==> src/rtl/ram_cmd_ctrl.sv <==
// ram_cmd_ctrl: debounced push-button to RAM write/read command stage (one access per press).
// Define AUTOINC_EN to take addr_o from an internal auto-incrementing pointer instead of sw_addr_i.
module ram_cmd_ctrl #(
  parameter int N = 4,
  parameter int M = 4,
  parameter int DB_CYCLES = 8
) (
  input  logic         clk_i,
  input  logic         rst_i,
  input  logic         btn_wr_i,
  input  logic         btn_rd_i,
  input  logic [N-1:0] sw_addr_i,
  input  logic [M-1:0] sw_data_i,
  output logic [N-1:0] addr_o,
  output logic [M-1:0] dato_write_o,
  output logic         wren_o,
  output logic         rden_o,
  output logic         busy_o
);
  localparam int CW = $clog2(DB_CYCLES);
  localparam logic [CW-1:0] CMAX = CW'(DB_CYCLES - 1);
  localparam logic [5:0] IDLE    = 6'b000001;
  localparam logic [5:0] DEB_WR  = 6'b000010;
  localparam logic [5:0] DEB_RD  = 6'b000100;
  localparam logic [5:0] WRITE   = 6'b001000;
  localparam logic [5:0] READ    = 6'b010000;
  localparam logic [5:0] RELEASE = 6'b100000;
  logic [1:0] wr_sync, rd_sync;
  logic wr_s, rd_s;
  logic [5:0] state, state_n;
  logic [CW-1:0] cnt, cnt_n;
  logic [N-1:0] addr;
  logic [M-1:0] data;
  assign wr_s = wr_sync[1];
  assign rd_s = rd_sync[1];
  always_comb begin
    state_n = IDLE;
    case (state)
      IDLE:    state_n = wr_s ? DEB_WR : rd_s ? DEB_RD : IDLE;
      DEB_WR:  state_n = !wr_s ? IDLE : (cnt == CMAX) ? WRITE : DEB_WR;
      DEB_RD:  state_n = !rd_s ? IDLE : (cnt == CMAX) ? READ : DEB_RD;
      WRITE:   state_n = RELEASE;
      READ:    state_n = RELEASE;
      RELEASE: state_n = (!wr_s && !rd_s && cnt == CMAX) ? IDLE : RELEASE;
      default: state_n = IDLE;
    endcase
  end
  // in RELEASE any high sample restarts the quiet-time count
  always_comb begin
    cnt_n = (cnt == CMAX) ? cnt : cnt + 1'b1;
    if (state_n != state || (state == RELEASE && (wr_s || rd_s))) cnt_n = '0;
  end
  always_ff @(posedge clk_i or posedge rst_i) begin
    if (rst_i) begin
      wr_sync <= '0;
      rd_sync <= '0;
      state   <= IDLE;
      cnt     <= '0;
      addr    <= '0;
      data    <= '0;
    end else begin
      wr_sync <= {wr_sync[0], btn_wr_i};
      rd_sync <= {rd_sync[0], btn_rd_i};
      state   <= state_n;
      cnt     <= cnt_n;
`ifdef AUTOINC_EN
      if (state == WRITE || state == READ) addr <= addr + 1'b1;
`else
      if (state_n == WRITE || state_n == READ) addr <= sw_addr_i;
`endif
      if (state_n == WRITE) data <= sw_data_i;
    end
  end
`ifdef AUTOINC_EN
  logic unused_sw_addr;
  assign unused_sw_addr = ^sw_addr_i;
`endif
  assign addr_o       = addr;
  assign dato_write_o = data;
  assign wren_o       = state[3];
  assign rden_o       = state[4];
  assign busy_o       = ~state[0];
endmodule

==> config.mk <==
export PLATFORM = sky130hd
export DESIGN_NAME = ram_cmd_ctrl
export DESIGN_NICKNAME = d
export VERILOG_FILES = /design/src/rtl/ram_cmd_ctrl.sv
export SDC_FILE = /design/constraint.sdc
export NUM_CORES = 1
export LEC_CHECK = 0
export BUFFER_PORTS_ARGS = -buffer_cell sky130_fd_sc_hd__clkbuf_2
export CORE_MARGIN = 2
export CORE_UTILIZATION = 40
export CTS_BUF_LIST = sky130_fd_sc_hd__clkbuf_16
export DETAILED_ROUTE_END_ITERATION = 16
export GPL_TIMING_DRIVEN = 0
export SLEW_MARGIN = 20
export SYNTH_ARGS = -nofsm -noshare
export SYNTH_HDL_FRONTEND = slang
export SYNTH_SLANG_ARGS = --single-unit
==> constraint.sdc <==
create_clock -name clk_i -period 7 [get_ports clk_i]
set_clock_uncertainty 0.2 [all_clocks]
set_input_delay 1.4 -clock clk_i [delete_from_list [all_inputs] [get_ports clk_i]]
set_output_delay 1.4 -clock clk_i [all_outputs]
set_load 0.005 [all_outputs]
# After elaboration in Yosys (flattened, before gate mapping)
# Index checks and enable logic that the tools add are counted.
word_totals:
  reg_bits: 21
  latchBits: 0
  ram_bits: 0
  mem_bits_ro: 0
  in_bits: 12
  out_inout_bits: 11
  wordCells: 38
  n_memories: 0
classes:
  n_addsub: 1
  n_mul: 0
  n_div: 0
  magnitude_cmp: 0
  n_eq_ne: 11
  shift: 0
  n_mux: 10
  bitwise: 1
  n_reduce_logical: 9
ops:
  columns: ["cell", "count"]
  rows:
  - ["6-bit case mux with 5 select lines", 1]
  - ["6-bit by 4-bit equality test with 1-bit output (second input constant)", 2]
  - ["6-bit by 5-bit equality test with 1-bit output (second input constant)", 2]
  - ["3-bit two-way mux", 4]
  - ["5-bit two-way mux", 2]
  - ["4-bit two-way mux", 2]
  - ["6-bit by 1-bit equality test with 1-bit output (second input constant)", 1]
  - ["6-bit by 2-bit equality test with 1-bit output (second input constant)", 1]
  - ["6-bit by 3-bit equality test with 1-bit output (second input constant)", 1]
  - ["6-bit equality test (second input constant)", 1]
  - ["6-bit two-way mux", 1]
  - ["6-bit inequality test", 1]
  - ["3-bit by 1-bit adder with 3-bit output (second input constant)", 1]
  - ["3-bit equality test (second input constant)", 1]
  - ["1-bit logical AND", 3]
  - ["1-bit logical OR", 3]
  - ["1-bit logical NOT", 2]
  - ["2-bit by 1-bit inequality test with 1-bit output (second input constant)", 1]
  - ["2-bit OR reduction", 1]
  - ["1-bit NOT", 1]

# Depth between registers and ports, before layout
# Gate-level depths: netlist (run 1).
depth:
  depth_word: 8
  ltp_mapped: 9
  depth_no_buf: 8

# Worst setup path after synthesis (run 1)
# Ideal clock, no wire load.
synth_path:
  path_type: "register to register"
  start: "reg cnt[0]"
  end: "reg cnt[0]"
  setup_time_ps: 101
  t_arrival_ps: 2029
  required_time_ps: 6699
  path_slack_ps: 4670
  stages_incl_launch_ff: 10
  path_buffers: 1
  synth_period_minus_slack_ps: 2330
  cell_sequence: "dfrtp_1 ha_1 ha_1 clkbuf_8 nor2b_1 o31ai_1 o21ai_0 nor4_1 or2b_2 nor4_1"
synth_via:
  elab_chain_len: 7
  elab_cells_between_ends: 14
  cone_classes: "add/sub (1); eq/ne (3); mux (8); reduce/logical (2)"
synth_rtl:
  columns: ["item", "line", "rtl"]
  rows:
  - ["start, declared", "31", "logic [CW-1:0] cnt, cnt_n;"]
  - ["start signal, assigned", "65", "cnt <= cnt_n;"]
  - ["3-bit equality test", null, null]
  - ["4-bit two-way mux (tied with other cells) (2 in series)", "40", "DEB_WR: state_n = !wr_s ? IDLE : (cnt == CMAX) ? WRITE : DEB_WR;"]
  - ["6-bit case mux with 5 select lines", "38", "case (state)"]
  - ["6-bit inequality test", "51", "if (state_n != state || (state == RELEASE && (wr_s || rd_s))) cnt_n = '0;"]
  - ["1-bit logical OR", "51", null]
  - ["2-bit by 1-bit inequality test with 1-bit output (no line) / 3-bit two-way mux (equally long branches)", null, null]
# Parallel ways exist; a longest one is shown, timed or not. The select of a mux whose other input is x is not followed.
# A chain may end at the register's enable or synchronous reset.

# Worst setup path in the final report (run 1)
layout_path:
  start: "reg state[0]"
  end: "out busy_o"
layout_via:
  elab_chain_len: 1
layout_rtl:
  columns: ["item", "line", "rtl"]
  rows:
  - ["start, declared", "30", "logic [5:0] state, state_n;"]
  - ["start signal, assigned", "64", "state <= state_n;"]
  - ["1-bit NOT", "82", "assign busy_o = ~state[0];"]
  - ["end, declared", "18", "output logic busy_o"]
# Every way passes these cells.

==> results of run 1 <==
cell usage after synthesis:
cell and n:
and2_1 2, nor2_1 4, nand2b_1 1, or4_4 1
a2bb2oi_1 1, mux2_2 4, and3_1 2, nor3_1 1
o21ai_0 3, dfstp_2 1, nand3b_1 1, nor4b_1 3
xnor2_1 2, a311o_2 1, nor2b_1 2, nand2_1 14
xor2_1 1, ha_1 2, nor4_1 6, dfrtp_1 20
o31ai_1 4, or2b_2 1, bufbuf_16 1, mux2i_1 2
clkbuf_8 3, and2b_1 1, a22oi_1 1, nand3_1 3
or4_1 1, clkbuf_16 1, inv_1 5, a21oi_1 4
metrics by stage:
stage          area (µm²)  hold WS [ns]  worst slack, ns
2_1_floorplan        1090         0.131             4.67
3_3_place_gp         1240         0.134             4.45
3_5_place_dp         1240         0.136             4.46
4_1_cts              1320         0.149             4.33
5_1_grt              1320         0.160             4.23
6_report             1320         0.149             4.33
worst max path at each step:
stage	from	to	slack, ns	cells past startpoint
2_1_floorplan	cnt[0]	cnt[0]	4.67	9
3_3_place_gp	cnt[0]	cnt[0]	4.45	9
3_5_place_dp	cnt[0]	cnt[1]	4.46	9
4_1_cts	state[0]	busy_o	4.33	2
5_1_grt	cnt[0]	cnt[0]	4.23	9
6_report	state[0]	busy_o	4.33	2
state kept, by name, indices dropped and copies added, names as in the netlist:
register,flops
addr_o,4
cnt,3
dato_write_o,4
rd_sync,2
state,6
wr_sync,2
cell type report:
type	count	area, µm²
Fill cell	243	1200
Sequential cell	21	527
Multi-Input combinational cell	68	447
Timing Repair Buffer	22	110
Buffer	5	98.8
Clock buffer	3	75.1
Tap cell	30	37.5
Inverter	5	18.8
Clock inverter	1	5.00
cell families after synthesis:
group,count (synthesis)
simple gates,43
flops,21
compound gates,14
buf+inv,10
mux,6
xor+xnor,3
fa+ha+maj,2
per-layer routing:
metal  up-vias  wire length (µm)
met5         -                 0
li1        402                 -
met2        30              1010
met3         4               109
met4         0                34
met1       410               903
where the power goes:
group | switching (W) | internal [W]
clock network | 0.0000439 | 0.0000767
logic | 0.0000486 | 0.0000508
registers | 0.0000137 | 0.000135
total | 0.000106 | 0.000263
==> results by group, run 1 <==
Pwr
  • Worst VDD drop: 0.192 mV
  • Leak: 0.643 nW
  • Total Power: 0.000369 W
  • PwrDens: 280 nW/µm²

Worst setup path
  • CP required: 5.40 ns
  • Worst Path Arrival: 1.07 ns
  • Cell family with most CP delay: flip-flops
  • CP max-delay cell: dfstp_2
  • CP Cell Sequence: inv_1 > clkbuf_2
  • Setup crit start kind: flip-flop
  • Worst R2R Start: state[2]
  • Critical Path End Type: output pin
  • Depth of the worst register-to-register path: 6
  • Crit-path max FO: 7
  • R2r setup slk: 4.48 ns
  • CP bufs+invs: 2
  • FF-to-FF End: cnt[1]
  • Setup Crit Path Kind: flip-flop to output pin
  • Max stage delay on crit path: 0.59 ns

Timing
  • F_max: 375 MHz
  • Setup Viol. Count Final: 0
  • Final period util: 38.1%
  • RSZ-0062 raised after global routing: false
  • Final min period: 2.67 ns
  • Pin slew with the least headroom to its limit: 0.772 ns
  • Final hold vios: 0
  • Max Slew Vio Count: 0
  • Final setup TNS: 0 ns
  • Max transition margin: 48.5%

Clock network
  • CTS max path bufs: 2
  • Hold_buf cts: 0
  • Post-CTS Resized: 0
  • Clock latency on the worst-skew pair: 0.25 ns
  • Clock Sinks: 21
  • H-tree depth: 1
  • CTS buffer count: 3
  • Clock-pin slew on the worst setup and hold paths: 0.06 ns
  • CTS tree: done
  • Postcts setup bufs: 0
  • Root Driver: clkbuf_16

Min path
  • Hold depth: 0
  • Hold Crit Start: wr_sync[0]
  • Hold Path Sink: wr_sync[1]
  • Hold Crit Class: flip-flop to flip-flop

Logic synthesis
  • Combinational family with the most area after synthesis: simple AND/OR/NAND/NOR gates
  • Mapped cell area: 1090 µm²
  • XOR/XNOR Fraction of Synth Area: 2.41%
  • Post-Syn Instances: 99
  • YS warnings: 0
  • Syn nets: 113
  • Largest area contributor in the netlist: dfrtp_1
  • Multiplexer share of the synthesized area: 5.96%
  • Adder-cell share of the synthesized area: 2.29%
  • Post-Synth Simple-Gate Area: 21.8%
  • Top post-synthesis cells by area: dfrtp_1, nand2_1, mux2_2
  • Post-synthesis compound-gate area fraction: 8.49%
  • Avg Inst Size Synth: 11.0 µm²
  • Register area share after synthesis: 48.3%
  • Yosys reg bits: 21
  • Synth unique cells: 32
  • Top-area cell type share of the netlist area: 45.9%

Floorplan
  • Top-Level Pins: 23
  • Core Area: 2520 µm²
  • Die span in y: 56.2 µm
  • Count of standard-cell rows: 18
  • Die width: 56.2 µm
  • Initial core utilization: 43.3%
  • Total die area: 3160 µm²

Route
  • Iteration-0 DRC count of the detailed router: 18
  • Post-DRT Antenna Nets: 0
  • WL/cell: 13.3 µm
  • Via count: 846
  • Detailed Routing Iterations Pass 1: 4
  • Detailed Route WL: 2060 µm
  • DR vias/cell: 5.46
  • Drt drc: 0

Layout
  • Commonest non-fill, non-tap cell in the layout: clkbuf_2
  • Layout Nets: 140
  • Finished Core Util: 52.3%
  • Share of layout cells above drive strength 1: 31.2%
  • Inserted Diodes: 0
  • Commonest cells after routing, fill and taps aside: clkbuf_2, dfrtp_1, nand2_1
  • Fin cells: 155
  • Area growth from synthesis to layout: 20.9%

Placement
  • Dpl hpwl: 1510 µm
  • Dpl cells: 151
  • Placer congestion estimate: 0.808
  • Port Buffers: 22

Global route
  • Routing usage on met2: 22.7%
  • Initial antenna violation count: 0
  • GR Util met3: 2.09%
  • Grt met1 use: 17.5%
  • Busiest metal layer after global routing: met2
  • GR Overflow Total: 0
  • Global-route wire length before repair: 3470 µm
  • Number of global-route vias before repair: 780
  • Largest net degree at the start of global routing: 22
  • Gr usage total: 14.2%

Run status
  • Status: complete, no violations

Job
  • Max_cap viols: 0
No activity file was read; power rests on OpenSTA's default activity.
==> run 2, diff against run 1 <==
--- a/config.mk
+++ b/config.mk
@@ -5,6 +5,7 @@
 export SDC_FILE = /design/constraint.sdc
 export NUM_CORES = 1
 export LEC_CHECK = 0
+export ABC_AREA = 1
 export BUFFER_PORTS_ARGS = -buffer_cell sky130_fd_sc_hd__clkbuf_2
 export CORE_MARGIN = 2
 export CORE_UTILIZATION = 40
==> constraint.sdc (replaced) <==
create_clock -name clk_i -period 2.6 [get_ports clk_i]
set_clock_uncertainty 0.2 [all_clocks]
set_input_delay 0.52 -clock clk_i [delete_from_list [all_inputs] [get_ports clk_i]]
set_output_delay 0.52 -clock clk_i [all_outputs]
set_load 0.005 [all_outputs]
==> run 2 against run 1 <==
Against the previous run: synthesized area fell by 0.80%; global-route usage fell by 0.56 points; sequential power rose to 2.7 times the previous value; power rose to 2.7 times the previous value; non-clock buffer count fell by 4; synthesized cell count rose by 20%; sequential cell count did not move.
==> results by group, run 2 <==
Run status
  • Status: complete, no violations (unchanged)

Pwr
  • Sw Ratio: 31.8% (was 28.8%)
  • Sequential share of power: 40.8% (was 40.4%)
  • Worst VDD drop: 0.459 mV (was 0.192 mV)
  • P_sw: 0.000311 W (was 0.000106 W)
  • Pint: 0.000668 W (was 0.000263 W)
  • PwrDens: 747 nW/µm² (was 280 nW/µm²)
  • Gate power share: 27.5% (was 26.9%)
  • Leak: 0.711 nW (was 0.643 nW)
  • Clk pwr share: 31.8% (was 32.7%)

Global route
  • Gr usage total: 13.6% (was 14.2%)
  • Global-route wire length before repair: 3460 µm (was 3470 µm)
  • Largest net degree at the start of global routing: 22 (unchanged)
  • GR Overflow Total: 0 (unchanged)
  • Initial antenna violation count: 0 (unchanged)
  • Number of global-route vias before repair: 864 (was 780)

Floorplan
  • Top-Level Pins: 23 (unchanged)
  • Initial core utilization: 42.9% (was 43.3%)
  • Core Area: 2520 µm² (unchanged)
  • Count of standard-cell rows: 18 (unchanged)
  • Die width: 56.0 µm (was 56.2 µm)
  • Total die area: 3140 µm² (was 3160 µm²)
  • Die span in y: 56.0 µm (was 56.2 µm)

Clock network
  • CTS tree: done (unchanged)
  • H-tree depth: 1 (unchanged)
  • CTS buffer count: 3 (unchanged)
  • Clock Sinks: 21 (unchanged)
  • Clock latency on the worst-skew pair: 0.25 ns (about the same)
  • CTS max path bufs: 2 (unchanged)
  • Postcts setup bufs: 0 (unchanged)
  • Clock-pin slew on the worst setup and hold paths: 0.05 ns (was 0.06 ns)
  • Root Driver: clkbuf_16 (unchanged)
  • Hold_buf cts: 0 (unchanged)
  • Post-CTS Resized: 0 (unchanged)

Logic synthesis
  • Avg Inst Size Synth: 9.09 µm² (was 11.0 µm²)
  • Register area share after synthesis: 48.7% (was 48.3%)
  • Synth Flop Type: dfrtp_1 (unchanged)
  • Synth unique cells: 27 (was 32)
  • Combinational family with the most area after synthesis: simple AND/OR/NAND/NOR gates (unchanged)
  • Synth async-reset ratio: 100% (unchanged)
  • Post-synth top cells: nand2_1, dfrtp_1, nor2_1, inv_1, nand3_1 (was dfrtp_1, nand2_1, nor4_1, inv_1)
  • Multiplexer share of the synthesized area: 7.40% (was 5.96%)
  • Syn nets: 133 (was 113)
  • Post-Syn Instances: 119 (was 99)
  • Mapped cell area: 1080 µm² (was 1090 µm²)
  • Post-Synth Simple-Gate Area: 32.0% (was 21.8%)
  • Yosys reg bits: 21 (unchanged)
  • Top-count cell post-synth: nand2_1 (was dfrtp_1)
  • Post-synth EDFFs: 0 (unchanged)
  • XOR/XNOR Fraction of Synth Area: 0.809% (was 2.41%)
  • Post-synthesis compound-gate area fraction: 2.66% (was 8.49%)
  • Largest area contributor in the netlist: dfrtp_1 (unchanged)
  • Adder-cell share of the synthesized area: 2.31% (was 2.29%)
  • Top-area cell type share of the netlist area: 46.2% (was 45.9%)
  • Top post-synthesis cells by area: dfrtp_1, nand2_1, mux2_4 (was dfrtp_1, nand2_1, mux2_2)
  • YS warnings: 0 (unchanged)

Route
  • Iteration-0 DRC count of the detailed router: 7 (was 18)
  • WL/cell: 11.1 µm (was 13.3 µm)
  • Post-DRT Antenna Nets: 0 (unchanged)
  • Detailed Routing Iterations Pass 1: 4 (unchanged)
  • Drt drc: 0 (unchanged)
  • Detailed Route WL: 1940 µm (was 2060 µm)
  • Via count: 844 (was 846)
  • DR vias/cell: 4.82 (was 5.46)

Timing
  • Final hold vios: 0 (unchanged)
  • Max Slew Vio Count: 0 (unchanged)
  • Final setup TNS: 0 ns (unchanged)
  • F_max: 495 MHz
  • RSZ-0062 raised after global routing: false (unchanged)
  • Setup Viol. Count Final: 0 (unchanged)
  • Pin slew with the least headroom to its limit: 0.769 ns (was 0.772 ns)
  • Worst hold margin: 0.145 ns (was 0.149 ns)
  • Final period util: 77.7%
  • Final min period: 2.02 ns
  • Max transition margin: 48.7% (was 48.5%)

Layout
  • Number of flip-flops in the largest register: 6 (unchanged)
  • Area of the multi-input gates: 489 µm² (was 447 µm²)
  • Inserted Diodes: 0 (unchanged)
  • Share of layout cells above drive strength 1: 32.4% (was 31.2%)
  • Area growth from synthesis to layout: 20.9% (about the same)
  • Filler cell count: 258 (was 243)
  • Layout Nets: 160 (was 140)
  • Most flops, register: state (unchanged)
  • Fin cells: 175 (was 155)
  • Commonest non-fill, non-tap cell in the layout: nand2_1 (was clkbuf_2)
  • Commonest cells after routing, fill and taps aside: nand2_1, clkbuf_2, dfrtp_1 (was clkbuf_2, dfrtp_1, nand2_1)
  • Register Area: 527 µm² (unchanged)

Worst setup path
  • Depth of the worst register-to-register path: 11 (was 6)
  • CP required: 2.58 ns (was 5.40 ns)
  • Setup Crit Path Kind: flip-flop to flip-flop (was flip-flop to output pin)
  • Worst Path Arrival: 2.00 ns (was 1.07 ns)
  • Setup crit start kind: flip-flop (unchanged)
  • Crit-path max FO: 5 (was 7)
  • Critical Path End Type: flip-flop (was output pin)

Placement
  • Port Buffers: 22 (unchanged)
  • Dpl hpwl: 1540 µm (was 1510 µm)
  • Dpl cells: 171 (was 151)
  • Placer congestion estimate: 0.859 (was 0.808)

Min path
  • Hold Crit Class: flip-flop to flip-flop (unchanged)
  • Hold depth: 0 (unchanged)

Job
  • Max_cap viols: 0 (unchanged)
-- run 2: per-layer routing --
| metal | wire length [µm] | part of all wire (%) | global-route usage, % |
|---|---|---|---|
| met1 | 909 | 47 | 17.7 |
| met2 | 924 | 48 | 22.0 |
| met3 | 91 | 4.7 | 2.33 |
| met4 | 17 | 0.88 | 6.12 |
| met5 | 0 | 0 | 0 |
-- run 2: path summary, 6_finish.rpt --
kind                       slack (ns)        from         end
setup / recovery                 0.58      cnt[0]      cnt[1]
max in group asynchronous        1.53       rst_i    state[2]
min in group asynchronous        0.19       rst_i   addr_o[0]
setup reg to reg                 0.58      cnt[0]      cnt[1]
hold reg to reg                  0.15  wr_sync[0]  wr_sync[1]
hold / removal                   0.15  wr_sync[0]  wr_sync[1]
-- run 2: metrics by stage --
step / utilization [%] / setup slack, ns / total power (W) / instance area (µm²)
finish: 51.9 / 0.580 / 0.000978 / 1310
global route: 51.9 / 0.436 / 0.00105 / 1310
CTS: 51.9 / 0.567 / 0.000993 / 1310
detailed placement: 48.8 / 0.576 / 0.000678 / 1230
global placement: 48.8 / 0.591 / 0.000669 / 1230
floorplan: - / 0.734 / 0.000611 / 1080
-- run 2: worst max-delay path: stages (launching register included) --
cell      delay (ns)
dfrtp_1         0.38
ha_1            0.21
ha_1            0.17
buf_4           0.16
inv_2           0.10
nor3_1          0.07
or2_0           0.24
o21ai_0         0.10
nand2_1         0.09
clkinv_1        0.06
nand3_2         0.09
nor2_1          0.10
-- run 2: cell type report --
cell class,count,share of cell area (%)
sequential,21,40.2
multi-input combinational,82,37.4
timing repair buffer,22,8.41
clock buffer,3,5.74
inverter,15,4.49
tap,30,2.87
buffer,1,0.574
clock inverter,1,0.287
-- run 2: power by group through the flow --
stage / sequential, W / combinational [W] / clock (W)
after floorplan: 0.000400 / 0.000211 / 0
after global placement: 0.000404 / 0.000266 / 0
after detailed placement: 0.000405 / 0.000274 / 0
after CTS: 0.000399 / 0.000275 / 0.000320
after global routing: 0.000406 / 0.000310 / 0.000334
final: 0.000399 / 0.000269 / 0.000311
-- run 2: logic make-up (layout without fill, tap and decap cells) --
| group | count (synthesis) | in the layout |
|---|---|---|
| buf+inv | 16 | 42 |
| flops | 21 | 21 |
| fa+ha+maj | 2 | 2 |
| simple gates | 68 | 68 |
| mux | 6 | 6 |
| xor+xnor | 1 | 1 |
| compound gates | 5 | 5 |
